`src/rtl/nibble_serial_subtractor.sv`:
```
// -----------------------------------------------------------------------------
// nibble_serial_subtractor
//   Multi-cycle subtractor: Diff = A - B - bIn, computed one 4-bit nibble per
//   clock through a single shared borrow-lookahead slice. The borrow ripples
//   between nibbles through a register.
//
// Ports
//   Clk      in   clock, all state updates on the rising edge
//   Rs       in   synchronous active-high reset (dominates Start)
//   Start    in   request, sampled only while Ready=1
//   A, B     in   minuend / subtrahend, captured on an accepted Start
//   bIn      in   borrow-in, captured on an accepted Start
//   Ready    out  a Start on this cycle will be accepted (IDLE or DONE)
//   Busy     out  nibbles are being processed (RUN)
//   Done     out  one-cycle pulse, results were just updated
//   Diff     out  result, held until the next completion
//   bOut     out  unsigned borrow-out (A < B + bIn)
//   Zero     out  Diff == 0
//   Neg      out  Diff[MSB]
//   Ovf      out  signed overflow of the subtraction
//   DbgState out  current FSM state encoding (0=IDLE, 1=RUN, 2=DONE)
// -----------------------------------------------------------------------------
module nibble_serial_subtractor #(
    parameter int WIDTH = 16
) (
    input  logic             Clk,
    input  logic             Rs,
    input  logic             Start,
    input  logic [WIDTH-1:0] A,
    input  logic [WIDTH-1:0] B,
    input  logic             bIn,
    output logic             Ready,
    output logic             Busy,
    output logic             Done,
    output logic [WIDTH-1:0] Diff,
    output logic             bOut,
    output logic             Zero,
    output logic             Neg,
    output logic             Ovf,
    output logic [1:0]       DbgState
);

    localparam int N  = WIDTH / 4;
    localparam int IW = (N > 1) ? $clog2(N) : 1;

    typedef enum logic [1:0] {
        S_IDLE = 2'd0,
        S_RUN  = 2'd1,
        S_DONE = 2'd2
    } state_e;

    state_e           state_q, state_d;
    logic [IW-1:0]    idx_q, idx_d;
    logic [WIDTH-1:0] a_q, a_d;
    logic [WIDTH-1:0] b_q, b_d;
    logic             borrow_q, borrow_d;
    logic [WIDTH-1:0] part_q, part_d;
    logic [WIDTH-1:0] diff_q, diff_d;
    logic             bout_q, bout_d;
    logic             zero_q, zero_d;
    logic             neg_q, neg_d;
    logic             ovf_q, ovf_d;

    // Shared nibble slice signals
    logic [3:0] nib_a, nib_b, nib_g, nib_p, nib_d;
    logic [4:0] nib_c;

    // -------------------------------------------------------------------------
    // Handshake: Start is a request that is accepted on any rising edge where
    // Ready=1 (IDLE or DONE); there is no back-pressure beyond Ready, a Start
    // seen while Busy is dropped rather than queued, and Done is a one-cycle
    // valid pulse with no acknowledge -- Diff/flags stay stable afterwards
    // until the next completion.
    // -------------------------------------------------------------------------

    // Borrow-lookahead slice: generate = a<b locally, propagate = a==b
    // (an incoming borrow passes through). All borrows are computed in
    // parallel from the slice's borrow-in.
    always_comb begin
        nib_a = a_q[{idx_q, 2'b00} +: 4];
        nib_b = b_q[{idx_q, 2'b00} +: 4];
        nib_g = ~nib_a & nib_b;
        nib_p = ~(nib_a ^ nib_b);
        nib_c[0] = borrow_q;
        nib_c[1] = nib_g[0] | (nib_p[0] & nib_c[0]);
        nib_c[2] = nib_g[1] | (nib_p[1] & nib_g[0])
                 | (nib_p[1] & nib_p[0] & nib_c[0]);
        nib_c[3] = nib_g[2] | (nib_p[2] & nib_g[1])
                 | (nib_p[2] & nib_p[1] & nib_g[0])
                 | (nib_p[2] & nib_p[1] & nib_p[0] & nib_c[0]);
        nib_c[4] = nib_g[3] | (nib_p[3] & nib_g[2])
                 | (nib_p[3] & nib_p[2] & nib_g[1])
                 | (nib_p[3] & nib_p[2] & nib_p[1] & nib_g[0])
                 | (nib_p[3] & nib_p[2] & nib_p[1] & nib_p[0] & nib_c[0]);
        nib_d = nib_a ^ nib_b ^ nib_c[3:0];
    end

    // Next-state and datapath update
    always_comb begin
        state_d  = state_q;
        idx_d    = idx_q;
        a_d      = a_q;
        b_d      = b_q;
        borrow_d = borrow_q;
        part_d   = part_q;
        diff_d   = diff_q;
        bout_d   = bout_q;
        zero_d   = zero_q;
        neg_d    = neg_q;
        ovf_d    = ovf_q;

        case (state_q)
            S_IDLE, S_DONE: begin
                if (Start) begin
                    a_d      = A;
                    b_d      = B;
                    borrow_d = bIn;
                    idx_d    = '0;
                    state_d  = S_RUN;
                end else begin
                    state_d  = S_IDLE;
                end
            end
            S_RUN: begin
                part_d[{idx_q, 2'b00} +: 4] = nib_d;
                borrow_d = nib_c[4];
                idx_d    = idx_q + 1'b1;
                if (idx_q == IW'(N - 1)) begin
                    // Last nibble: publish the whole result in the same edge,
                    // including the nibble being written right now.
                    state_d = S_DONE;
                    idx_d   = '0;
                    diff_d  = part_d;
                    bout_d  = nib_c[4];
                    zero_d  = (part_d == '0);
                    neg_d   = part_d[WIDTH-1];
                    ovf_d   = (a_q[WIDTH-1] ^ b_q[WIDTH-1])
                            & (part_d[WIDTH-1] ^ a_q[WIDTH-1]);
                end
            end
            default: begin
                state_d = S_IDLE;
            end
        endcase
    end

    always_ff @(posedge Clk) begin
        if (Rs) begin
            state_q  <= S_IDLE;
            idx_q    <= '0;
            a_q      <= '0;
            b_q      <= '0;
            borrow_q <= 1'b0;
            part_q   <= '0;
            diff_q   <= '0;
            bout_q   <= 1'b0;
            zero_q   <= 1'b0;
            neg_q    <= 1'b0;
            ovf_q    <= 1'b0;
        end else begin
            state_q  <= state_d;
            idx_q    <= idx_d;
            a_q      <= a_d;
            b_q      <= b_d;
            borrow_q <= borrow_d;
            part_q   <= part_d;
            diff_q   <= diff_d;
            bout_q   <= bout_d;
            zero_q   <= zero_d;
            neg_q    <= neg_d;
            ovf_q    <= ovf_d;
        end
    end

    assign Ready    = (state_q != S_RUN);
    assign Busy     = (state_q == S_RUN);
    assign Done     = (state_q == S_DONE);
    assign Diff     = diff_q;
    assign bOut     = bout_q;
    assign Zero     = zero_q;
    assign Neg      = neg_q;
    assign Ovf      = ovf_q;
    assign DbgState = state_q;

endmodule

```
`config.mk`:
```
export PLATFORM = sky130hd
export DESIGN_NAME = nibble_serial_subtractor
export DESIGN_NICKNAME = d
export VERILOG_FILES = /design/src/rtl/nibble_serial_subtractor.sv
export SDC_FILE = /design/constraint.sdc
export NUM_CORES = 1
export LEC_CHECK = 0
export BUFFER_PORTS_ARGS = -buffer_cell sky130_fd_sc_hd__buf_2
export CAP_MARGIN = 25
export CELL_PAD_IN_SITES_DETAIL_PLACEMENT = 1
export CELL_PAD_IN_SITES_GLOBAL_PLACEMENT = 1
export CORE_MARGIN = 2
export CORE_UTILIZATION = 30
export CTS_CLUSTER_DIAMETER = 40
export DETAILED_ROUTE_END_ITERATION = 12
export GPL_TIMING_DRIVEN = 0
export MAX_ROUTING_LAYER = met4
export PLACE_DENSITY_LB_ADDON = 0.1
export SLEW_MARGIN = 10
export SYNTH_ARGS = -nofsm -noshare
export SYNTH_HDL_FRONTEND = slang
export SYNTH_SLANG_ARGS = --single-unit
```
`constraint.sdc`:
```
create_clock -name Clk -period 6.11 [get_ports Clk]
set_input_delay 1.833 -clock Clk [delete_from_list [all_inputs] [get_ports Clk]]
set_output_delay 1.833 -clock Clk [all_outputs]
set_load 0.03 [all_outputs]
```
==> results by group, run 1 <==
Yosys
  – Synth Instances: 376
  – Yosys reg bits: 72
  – Xor/xnor share of the synthesized area: 0.00795
  – Count of cell types in the netlist: 49
  – Post-synthesis simple-gate area fraction: 0.207
  – Post-synth top area share: 0.436
  – Synth area leaders: dfxtp_1 (44%), nand2_1 (7.7%), a211oi_1 (7.3%)
  – Adder-cell share of the synthesized area: 0.0439
  – Sequential share of the synthesized area: 0.436
  – Yosys warns: 0
  – Mux contribution to synthesized area: 0.0605
  – Synth Flop Type: dfxtp_1
  – Post-synth EDFFs: 0
  – Synthesized Nets: 423
  – Syn Area/Cell: 8.80 um^2
  – Synth top cells by count: dfxtp_1 (72), nand2_1 (68), a21oi_1 (40), nor2_1 (40), a211oi_1 (32)
  – Dominant combinational cell family by area after synthesis: simple AND/OR/NAND/NOR gates
  – Most common cell in the netlist: dfxtp_1
  – Synth area leader: dfxtp_1
  – Mapped Area: 3310 um^2
  – Synth Area in Compound Gates: 0.199
  – Async S/R FF share, synth: 0

Final layout
  – Fin nets: 493
  – Share of layout cells above drive strength 1: 0.206
  – Area growth syn-to-layout: 20.7%
  – Layout Utilization: 0.370
  – Ant. Diodes: 0
  – Non-filler cells, final: 591

CTS
  – CTS Buf Count: 9
  – CTS Root Cell: clkbuf_8
  – Clk sinks: 72
  – Post-CTS sizing: 0
  – Clock tree buffer depth: 2
  – Postcts setup bufs: 0
  – TritonCTS clock tree: yes
  – H-tree depth: 3
  – Clock transition at the registers of the reported paths: 0.08 ns
  – Clk_lat worst skew: 0.35 ns
  – Cts hold-fix bufs: 0

Worst setup path
  – Required @ worst endpoint: 4.28 ns
  – CP max stage cell: dfxtp_1
  – Kind of critical path: flip-flop to output port
  – Worst-path cell chain: nand2b_1 -> clkinv_1 -> buf_1 -> buf_2
  – CP max FO: 10
  – Startpoint Class: flip-flop
  – Top cell family by delay on the critical path: buffers and inverters
  – CP endpoint kind: output port
  – CP max stage delay: 0.41 ns
  – WP data arrival: 1.76 ns
  – WP buf/inv: 3

GRT
  – GRT Overall Usage: 0.181
  – Overflow after GRT: 0
  – Initial antenna violation count: 0
  – First-pass GRT wire length: 15800 um
  – Number of global-route vias before repair: 3010
  – Largest net degree at the start of global routing: 14

Timing
  – Final setup TNS: 0 ns
  – Worst relative slew slack: 0.546
  – RSZ-0062 raised after global routing: no
  – Final setup viols: 0
  – Slew @ Worst Pin: 0.676 ns
  – Fmax: 0.279 GHz
  – Worst clock skew: 0.0149 ns
  – Final Hold Viols: 0
  – Final period util: 0.587
  – Final Slew Violations: 0
  – Crit path time final: 3.59 ns
  – Final WS setup: 2.52 ns

Status
  – Status: complete, no violations

Placement
  – Worst slack, placed: 2.53 ns
  – Detail Placement HPWL: 7360 um
  – Dpl cells: 575
  – Number of port buffers: 59
  – RePlAce Congestion: 0.862

Detailed routing
  – Post-detailed-routing wire length: 9850 um
  – Via Count: 2957
  – ANT nets after route: 0
  – Drt wl/cell: 16.7 um
  – Via density: 5.00
  – Initial DRC count: 58
  – DRC: 0
  – First drt pass iteration count: 4

Floorplan
  – Core area: 10800 um^2
  – Number of cell rows: 38
  – Die Ht: 109 um
  – Die width: 109 um
  – Top Ports: 61
  – Die area: 11900 um^2
  – Starting Density: 0.306

Power
  – Pwr dens: 279 nW/um^2
  – Leak pwr: 1.51 nW
  – Worst VDD drop: 116 uV
  – Tot Pwr: 1.12 mW

Hold path
  – Hold crit path type: flip-flop to flip-flop

Job
  – Max-cap violations: 0
==> routing by layer <==
| layer | global-route usage | part of all wire |
|---|---|---|
| met4 | 0.0485 | 0.015 |
| met1 | 0.214 | 0.46 |
| met3 | 0.0400 | 0.029 |
| met2 | 0.309 | 0.49 |
| met5 | - | 0 |
==> cell usage in the layout (no fill, tap or decap), drive strengths merged, types with 3 or more instances in the layout <==
cell | synthesis | routed
a2111oi | 3 | 3
a211oi | 32 | 32
a21oi | 40 | 40
a22oi | 8 | 8
and4bb | 3 | 3
buf | 7 | 66
clkbuf | 21 | 32
dfxtp | 72 | 72
ha | 10 | 10
inv | 9 | 11
mux4 | 8 | 8
nand2 | 68 | 68
nand2b | 3 | 3
nor2 | 40 | 40
nor2b | 12 | 12
nor3 | 4 | 4
o21ai | 3 | 3
==> where the power goes <==
part	internal (mW)	switching, mW
Sequential	0.493	0.0147
Combinational	0.0713	0.125
Clock	0.214	0.197
Total	0.778	0.337
==> per-stage QoR <==
step / hold WS [ns] / area (um^2)
global placement: 0.441 / 3780
finish: 0.452 / 3990
global route: 0.476 / 3990
floorplan: 0.433 / 3310
CTS: 0.454 / 3990
detailed placement: 0.444 / 3780
==> state kept, by name, summed over array words and instances, names as in the netlist, 2 cells and up <==
register and count:
b_q 16, a_q 16, part_q 16, DbgState 2
Diff 16, idx_q 2
==> logic make-up (layout without fill, tap and decap cells) <==
group / after synthesis / count (layout)
buffers and inverters: 38 / 113
multiplexers: 10 / 10
AND/OR/NAND/NOR: 145 / 145
flip-flops: 72 / 72
adder cells (fa/ha/maj): 11 / 11
XOR/XNOR: 3 / 3
AO/OA/AOI/OAI: 97 / 97
==> worst reg2reg max path: stages, from the launching register on <==
cell and delay [ns]:
dfxtp_1 0.41, buf_2 0.23, buf_2 0.35, mux4_2 0.62
ha_1 0.31, a211o_1 0.39, o21ai_0 0.14, xor2_1 0.51
a2111oi_0 0.23, a31o_1 0.25
==> final timing paths <==
check | to | cells past startpoint | slack (ns) | start
max reg2reg | Zero | 9 | 2.57 | idx_q[0]
max | Busy | 4 | 2.52 | DbgState[0]
min | a_q[11] | 2 | 0.45 | a_q[11]
min reg2reg | a_q[11] | 2 | 0.45 | a_q[11]
==> area by class of cell <==
cell class	instances	area [um^2]
sequential	72	1440
timing repair buffer	59	295
buffer	28	113
clock inverter	5	62.6
fill	1318	6800
clock buffer	11	151
tap	140	175
inverter	10	37.5
multi-input combinational	266	1720
(Power assumes the default switching activity.)
==> run 2: changes to the inputs <==
==> constraint.sdc (replaced) <==
create_clock -name Clk -period 3.77 [get_ports Clk]
set_input_delay 1.131 -clock Clk [delete_from_list [all_inputs] [get_ports Clk]]
set_output_delay 1.131 -clock Clk [all_outputs]
set_load 0.03 [all_outputs]
==> run 2 against run 1 <==
Clock-buffer cell count unchanged. Sequential share of layout area decreased by 0.068 points. First-iteration DRC count is 19% higher. Clock power increased by 62%. Register-to-register slack lost 2.4 ns. Core utilization grew 0.070 points. Setup slack got worse by 2.3 ns. Hold slack did not move. Critical path type is now flip-flop to flip-flop. Critical endpoint is now Zero. Largest cell class unchanged. Highest routed layer unchanged.
==> results by group, run 2 (same netlist as run 1, synthesis figures left out) <==
CTS
  – Clk_lat worst skew: 0.35 ns (about the same)
  – Postcts setup bufs: 0 (unchanged)
  – TritonCTS clock tree: yes (unchanged)
  – Clk sinks: 72 (unchanged)
  – H-tree depth: 3 (unchanged)
  – Clock tree buffer depth: 2 (unchanged)
  – CTS Root Cell: clkbuf_8 (unchanged)
  – Clock transition at the registers of the reported paths: 0.08 ns (about the same)
  – CTS Buf Count: 9 (unchanged)
  – Cts hold-fix bufs: 0 (unchanged)

Detailed routing
  – Post-detailed-routing wire length: 9840 um (was 9850 um)
  – DRC: 0 (unchanged)
  – ANT nets after route: 0 (unchanged)
  – Drt wl/cell: 16.6 um (was 16.7 um)
  – Via Count: 2954 (was 2957)
  – First drt pass iteration count: 4 (unchanged)
  – Via density: 5.00 (about the same)
  – Initial DRC count: 69 (was 58)

GRT
  – GRT Overall Usage: 0.181 (unchanged)
  – Number of global-route vias before repair: 3010 (unchanged)
  – Initial antenna violation count: 0 (unchanged)
  – First-pass GRT wire length: 15800 um (unchanged)
  – Largest net degree at the start of global routing: 14 (unchanged)
  – Overflow after GRT: 0 (unchanged)

Worst setup path
  – Required @ worst endpoint: 4.07 ns (was 4.28 ns)
  – Startpoint Class: flip-flop (unchanged)
  – CP endpoint kind: flip-flop (was output port)
  – Kind of critical path: flip-flop to flip-flop (was flip-flop to output port)
  – R2R setup slack: 0.22 ns (was 2.57 ns)
  – WP data arrival: 3.85 ns (was 1.76 ns)
  – CP max FO: 10 (unchanged)

Timing
  – Final hold slack: 0.452 ns (unchanged)
  – RSZ-0062 raised after global routing: no (unchanged)
  – Final Slew Violations: 0 (unchanged)
  – Crit path time final: 3.55 ns
  – Final period util: 0.942
  – Slew @ Worst Pin: 0.677 ns (was 0.676 ns)
  – Final Hold Viols: 0 (unchanged)
  – Fmax: 0.281 GHz
  – Final WS setup: 0.217 ns (was 2.52 ns)
  – Final setup viols: 0 (unchanged)
  – Worst relative slew slack: 0.549 (was 0.546)
  – Worst clock skew: 0.0148 ns (was 0.0149 ns)
  – Final setup TNS: 0 ns (unchanged)

Final layout
  – Non-filler cells, final: 591 (unchanged)
  – Share of layout cells above drive strength 1: 0.208 (was 0.206)
  – Fill count: 1316 (was 1318)
  – Fin nets: 493 (unchanged)
  – Most frequent cells in the layout: dfxtp_1 (72), nand2_1 (68), buf_2 (62) (unchanged)
  – Commonest non-fill, non-tap cell in the layout: dfxtp_1 (unchanged)
  – Ant. Diodes: 0 (unchanged)
  – Area growth syn-to-layout: 20.9% (was 20.7%)
  – Layout Utilization: 0.371 (was 0.370)
  – Fin area: 4000 um^2 (was 3990 um^2)

Power
  – Pwr dens: 452 nW/um^2 (was 279 nW/um^2)
  – Tot Pwr: 1.81 mW (was 1.12 mW)
  – Leak pwr: 1.51 nW (about the same)
  – Worst VDD drop: 188 uV (was 116 uV)

Placement
  – RePlAce Congestion: 0.862 (unchanged)
  – Instance area at placement: 3780 um^2 (unchanged)
  – Dpl cells: 575 (unchanged)
  – Worst slack, placed: 0.192 ns (was 2.53 ns)
  – Detail Placement HPWL: 7360 um (unchanged)
  – Number of port buffers: 59 (unchanged)

Floorplan
  – Die width: 109 um (unchanged)
  – Die Ht: 109 um (unchanged)
  – Number of cell rows: 38 (unchanged)
  – Die area: 11900 um^2 (unchanged)
  – Starting Density: 0.306 (unchanged)
  – Core area: 10800 um^2 (unchanged)
  – Top Ports: 61 (unchanged)

Hold path
  – Hold crit path type: flip-flop to flip-flop (unchanged)

Job
  – Max-cap violations: 0 (unchanged)

Status
  – Status: complete, no violations (unchanged)
==> run 2: cell types whose count changed in the layout (fill, tap and decap cells not counted) <==
| cell | delta |
|---|---|
| xor2_1 | -1 |
| xor2_2 | +1 |
==> run 2: power breakdown <==
part / switching [mW] / internal [mW] / total [mW]
Sequential: 0.0239 / 0.799 / 0.823
Combinational: 0.203 / 0.117 / 0.320
Clock: 0.318 / 0.347 / 0.665
==> run 2: what timing repair did <==
item,CTS,global route
setup endpoints to repair,0,3
gates resized for setup,0,1
hold endpoints to repair,0,0
==> run 2: path summary, 6_finish.rpt <==
path / from / endpoint / cells after the start
setup / recovery: idx_q[0] / Zero / 9
hold reg to reg: a_q[11] / a_q[11] / 2
setup reg to reg: idx_q[0] / Zero / 9
hold / removal: a_q[11] / a_q[11] / 2
==> run 2: cell type report <==
type	instances	area (um^2)	share of cell area
multi-input combinational	266	1720	0.431
sequential	72	1440	0.360
timing repair buffer	59	295	0.0738
tap	140	175	0.0438
clock buffer	11	151	0.0379
buffer	28	113	0.0282
clock inverter	5	62.6	0.0156
inverter	10	37.5	0.00939
==> run 2: worst max-delay path, cell delays in order (launching register included) <==
cell and delay [ns]:
dfxtp_1 0.41, buf_2 0.23, buf_2 0.35, mux4_2 0.61, fa_1 0.62, nor2_1 0.09, a41oi_1 0.38, nand4_1 0.14
a2111oi_0 0.44, a31o_1 0.21
==> run 2: routing by layer <==
metal  vias up  wire length (um)  GRT usage
li1       1473                 -          -
met3        15               300     0.0400
met4         0               145     0.0485
met1      1410              4530      0.214
met2        56              4860      0.309
met5         -                 0          -
==> run 3: changes to the inputs <==
--- a/config.mk
+++ b/config.mk
@@ -10,11 +10,10 @@
 export CELL_PAD_IN_SITES_DETAIL_PLACEMENT = 1
 export CELL_PAD_IN_SITES_GLOBAL_PLACEMENT = 1
 export CORE_MARGIN = 2
-export CORE_UTILIZATION = 30
+export CORE_UTILIZATION = 41
 export CTS_CLUSTER_DIAMETER = 40
 export DETAILED_ROUTE_END_ITERATION = 12
 export GPL_TIMING_DRIVEN = 0
-export MAX_ROUTING_LAYER = met4
 export PLACE_DENSITY_LB_ADDON = 0.1
 export SLEW_MARGIN = 10
 export SYNTH_ARGS = -nofsm -noshare
==> run 3 against run 2 <==
Combinational power hardly changed. Global-route usage is 3.9 points higher. Via count is 0.10% higher. Cell count is 6.4% lower. Sequential share of layout area is 0.28 points higher. Sequential power hardly changed. First-iteration DRC count is 43% higher. Clock-buffer cell count stayed put. Core utilization is 14 points higher. Clock skew hardly changed. Critical path type unchanged.
==> results by group, run 3 (same netlist as run 1, synthesis figures left out) <==
Status
  – Status: complete, no violations (unchanged)

Timing
  – Final WS setup: 0.306 ns (was 0.217 ns)
  – Slew @ Worst Pin: 0.648 ns (was 0.677 ns)
  – Final period util: 0.919 (was 0.942)
  – Fmax: 0.289 GHz (was 0.281 GHz)
  – Worst relative slew slack: 0.568 (was 0.549)
  – Final setup viols: 0 (unchanged)
  – Final setup TNS: 0 ns (unchanged)
  – Final Slew Violations: 0 (unchanged)
  – Worst clock skew: 0.0147 ns (was 0.0148 ns)
  – Final Hold Viols: 0 (unchanged)
  – Crit path time final: 3.46 ns (was 3.55 ns)
  – RSZ-0062 raised after global routing: no (unchanged)

Floorplan
  – Top Ports: 61 (unchanged)
  – Die width: 93.8 um (was 109 um)
  – Die area: 8800 um^2 (was 11900 um^2)
  – Number of cell rows: 32 (was 38)
  – Core area: 7770 um^2 (was 10800 um^2)
  – Starting Density: 0.426 (was 0.306)
  – Die Ht: 93.8 um (was 109 um)

CTS
  – CTS Buf Count: 9 (unchanged)
  – Clock transition at the registers of the reported paths: 0.08 ns (about the same)
  – H-tree depth: 3 (unchanged)
  – CTS Root Cell: clkbuf_8 (unchanged)
  – TritonCTS clock tree: yes (unchanged)
  – Clk sinks: 72 (unchanged)
  – Postcts setup bufs: 0 (unchanged)
  – Clk_lat worst skew: 0.35 ns (about the same)
  – Clock tree buffer depth: 2 (unchanged)

Worst setup path
  – Crit path top cell by count: buf_2 (unchanged)
  – CP max stage cell: mux4_2 (was fa_1)
  – CP max FO: 10 (unchanged)
  – CP endpoint kind: flip-flop (unchanged)
  – Top cell family by delay on the critical path: compound AO/OA/AOI/OAI gates (unchanged)
  – CP max stage delay: 0.61 ns (was 0.62 ns)
  – Required @ worst endpoint: 4.06 ns (was 4.07 ns)
  – R2R setup slack: 0.31 ns (was 0.22 ns)
  – WP buf/inv: 2 (unchanged)
  – Startpoint Class: flip-flop (unchanged)
  – WP data arrival: 3.75 ns (was 3.85 ns)
  – Worst-path cell chain: buf_2 -> buf_2 -> mux4_2 -> fa_1 -> nor2_1 -> a41oi_1 -> nand4_1 -> a2111oi_0 -> a31o_1 (unchanged)
  – Kind of critical path: flip-flop to flip-flop (unchanged)

GRT
  – First-pass GRT wire length: 15000 um (was 15800 um)
  – Initial antenna violation count: 0 (unchanged)
  – Largest net degree at the start of global routing: 13 (was 14)
  – Number of global-route vias before repair: 3015 (was 3010)
  – GRT Overall Usage: 0.220 (was 0.181)
  – Overflow after GRT: 0 (unchanged)

Power
  – Switching power: 529 uW (was 545 uW)
  – Worst VDD drop: 211 uV (was 188 uV)
  – Sw frac: 0.285 (was 0.302)
  – Clock share of power: 0.384 (was 0.368)
  – Leak pwr: 1.53 nW (was 1.51 nW)
  – Pwr dens: 467 nW/um^2 (was 452 nW/um^2)
  – Power Internal: 1.32 mW (was 1.26 mW)
  – Logic pwr share: 0.171 (was 0.177)
  – Sequential share of power: 0.444 (was 0.455)

Detailed routing
  – Drt wl/cell: 16.6 um (about the same)
  – First drt pass iteration count: 5 (was 4)
  – Via density: 5.35 (was 5.00)
  – ANT nets after route: 0 (unchanged)
  – Post-detailed-routing wire length: 9210 um (was 9840 um)
  – Initial DRC count: 99 (was 69)
  – DRC: 0 (unchanged)
  – Via Count: 2957 (was 2954)

Final layout
  – Non-filler cells, final: 553 (was 591)
  – Ant. Diodes: 0 (unchanged)
  – Share of layout cells above drive strength 1: 0.208 (unchanged)
  – Fin nets: 493 (unchanged)
  – Layout Utilization: 0.511 (was 0.371)
  – Commonest non-fill, non-tap cell in the layout: dfxtp_1 (unchanged)
  – Most frequent cells in the layout: dfxtp_1 (72), nand2_1 (68), buf_2 (62) (unchanged)
  – Area growth syn-to-layout: 20.0% (was 20.9%)
  – Fill count: 947 (was 1316)

Job
  – Max-cap violations: 0 (unchanged)

Placement
  – Detail Placement HPWL: 6720 um (was 7360 um)
  – RePlAce Congestion: 0.841 (was 0.862)
  – Dpl cells: 537 (was 575)
  – Worst slack, placed: 0.255 ns (was 0.192 ns)
  – Number of port buffers: 59 (unchanged)

Hold path
  – Hold crit path type: flip-flop to flip-flop (unchanged)
## run 3: cell types whose count changed in the layout (fill, tap and decap cells not counted)
cell and delta:
clkinv_2 +2, clkinvlp_4 -2, inv_6 -2, bufinv_16 +1
clkinv_4 +1
## run 3: power by group through the flow
| stage | logic [mW] | registers, mW | clock network [mW] |
|---|---|---|---|
| 2_1_floorplan | 0.215 | 0.836 | 0 |
| 5_1_grt | 0.351 | 0.828 | 0.753 |
| 3_5_place_dp | 0.313 | 0.841 | 0 |
| 4_1_cts | 0.316 | 0.823 | 0.714 |
| 6_report | 0.317 | 0.823 | 0.712 |
| 3_3_place_gp | 0.305 | 0.839 | 0 |
## run 3: worst paths after layout
| kind | start | endpoint | cells after the start |
|---|---|---|---|
| max | idx_q[0] | Zero | 9 |
| min | a_q[14] | a_q[14] | 2 |
| max reg2reg | idx_q[0] | Zero | 9 |
| min reg2reg | a_q[14] | a_q[14] | 2 |
## run 3: metrics by stage
stage	area [um^2]	hold slack [ns]	power, mW
6_report	3970	0.457	1.85
5_1_grt	3970	0.476	1.93
2_1_floorplan	3310	0.433	1.05
4_1_cts	3960	0.457	1.85
3_5_place_dp	3730	0.448	1.15
3_3_place_gp	3730	0.440	1.14
## run 3: per-layer routing
| metal | share of wire | track usage |
|---|---|---|
| met5 | 0 | 0 |
| met3 | 0.029 | 0.0377 |
| met4 | 0.0088 | 0.0628 |
| met1 | 0.44 | 0.272 |
| met2 | 0.52 | 0.392 |
## run 3: tightest hold or removal path: stages (launching register included)
cell,delay [ns]
dfxtp_1,0.31
nand2_1,0.05
a21oi_1,0.05
## run 3: repair_timing
action | CTS | global route
hold buffers | 0 | 0
setup endpoints to repair | 0 | 1
gates resized for setup | 0 | 1
## run 3: final cells by class
class / count / area (um^2) / area share
Buffer: 28 / 113 / 0.0284
Clock buffer: 11 / 151 / 0.0382
Clock inverter: 5 / 78.8 / 0.0199
Inverter: 10 / 37.5 / 0.00946
Multi-Input combinational cell: 266 / 1720 / 0.434
Sequential cell: 72 / 1440 / 0.363
Tap cell: 102 / 128 / 0.0322
Timing Repair Buffer: 59 / 295 / 0.0744
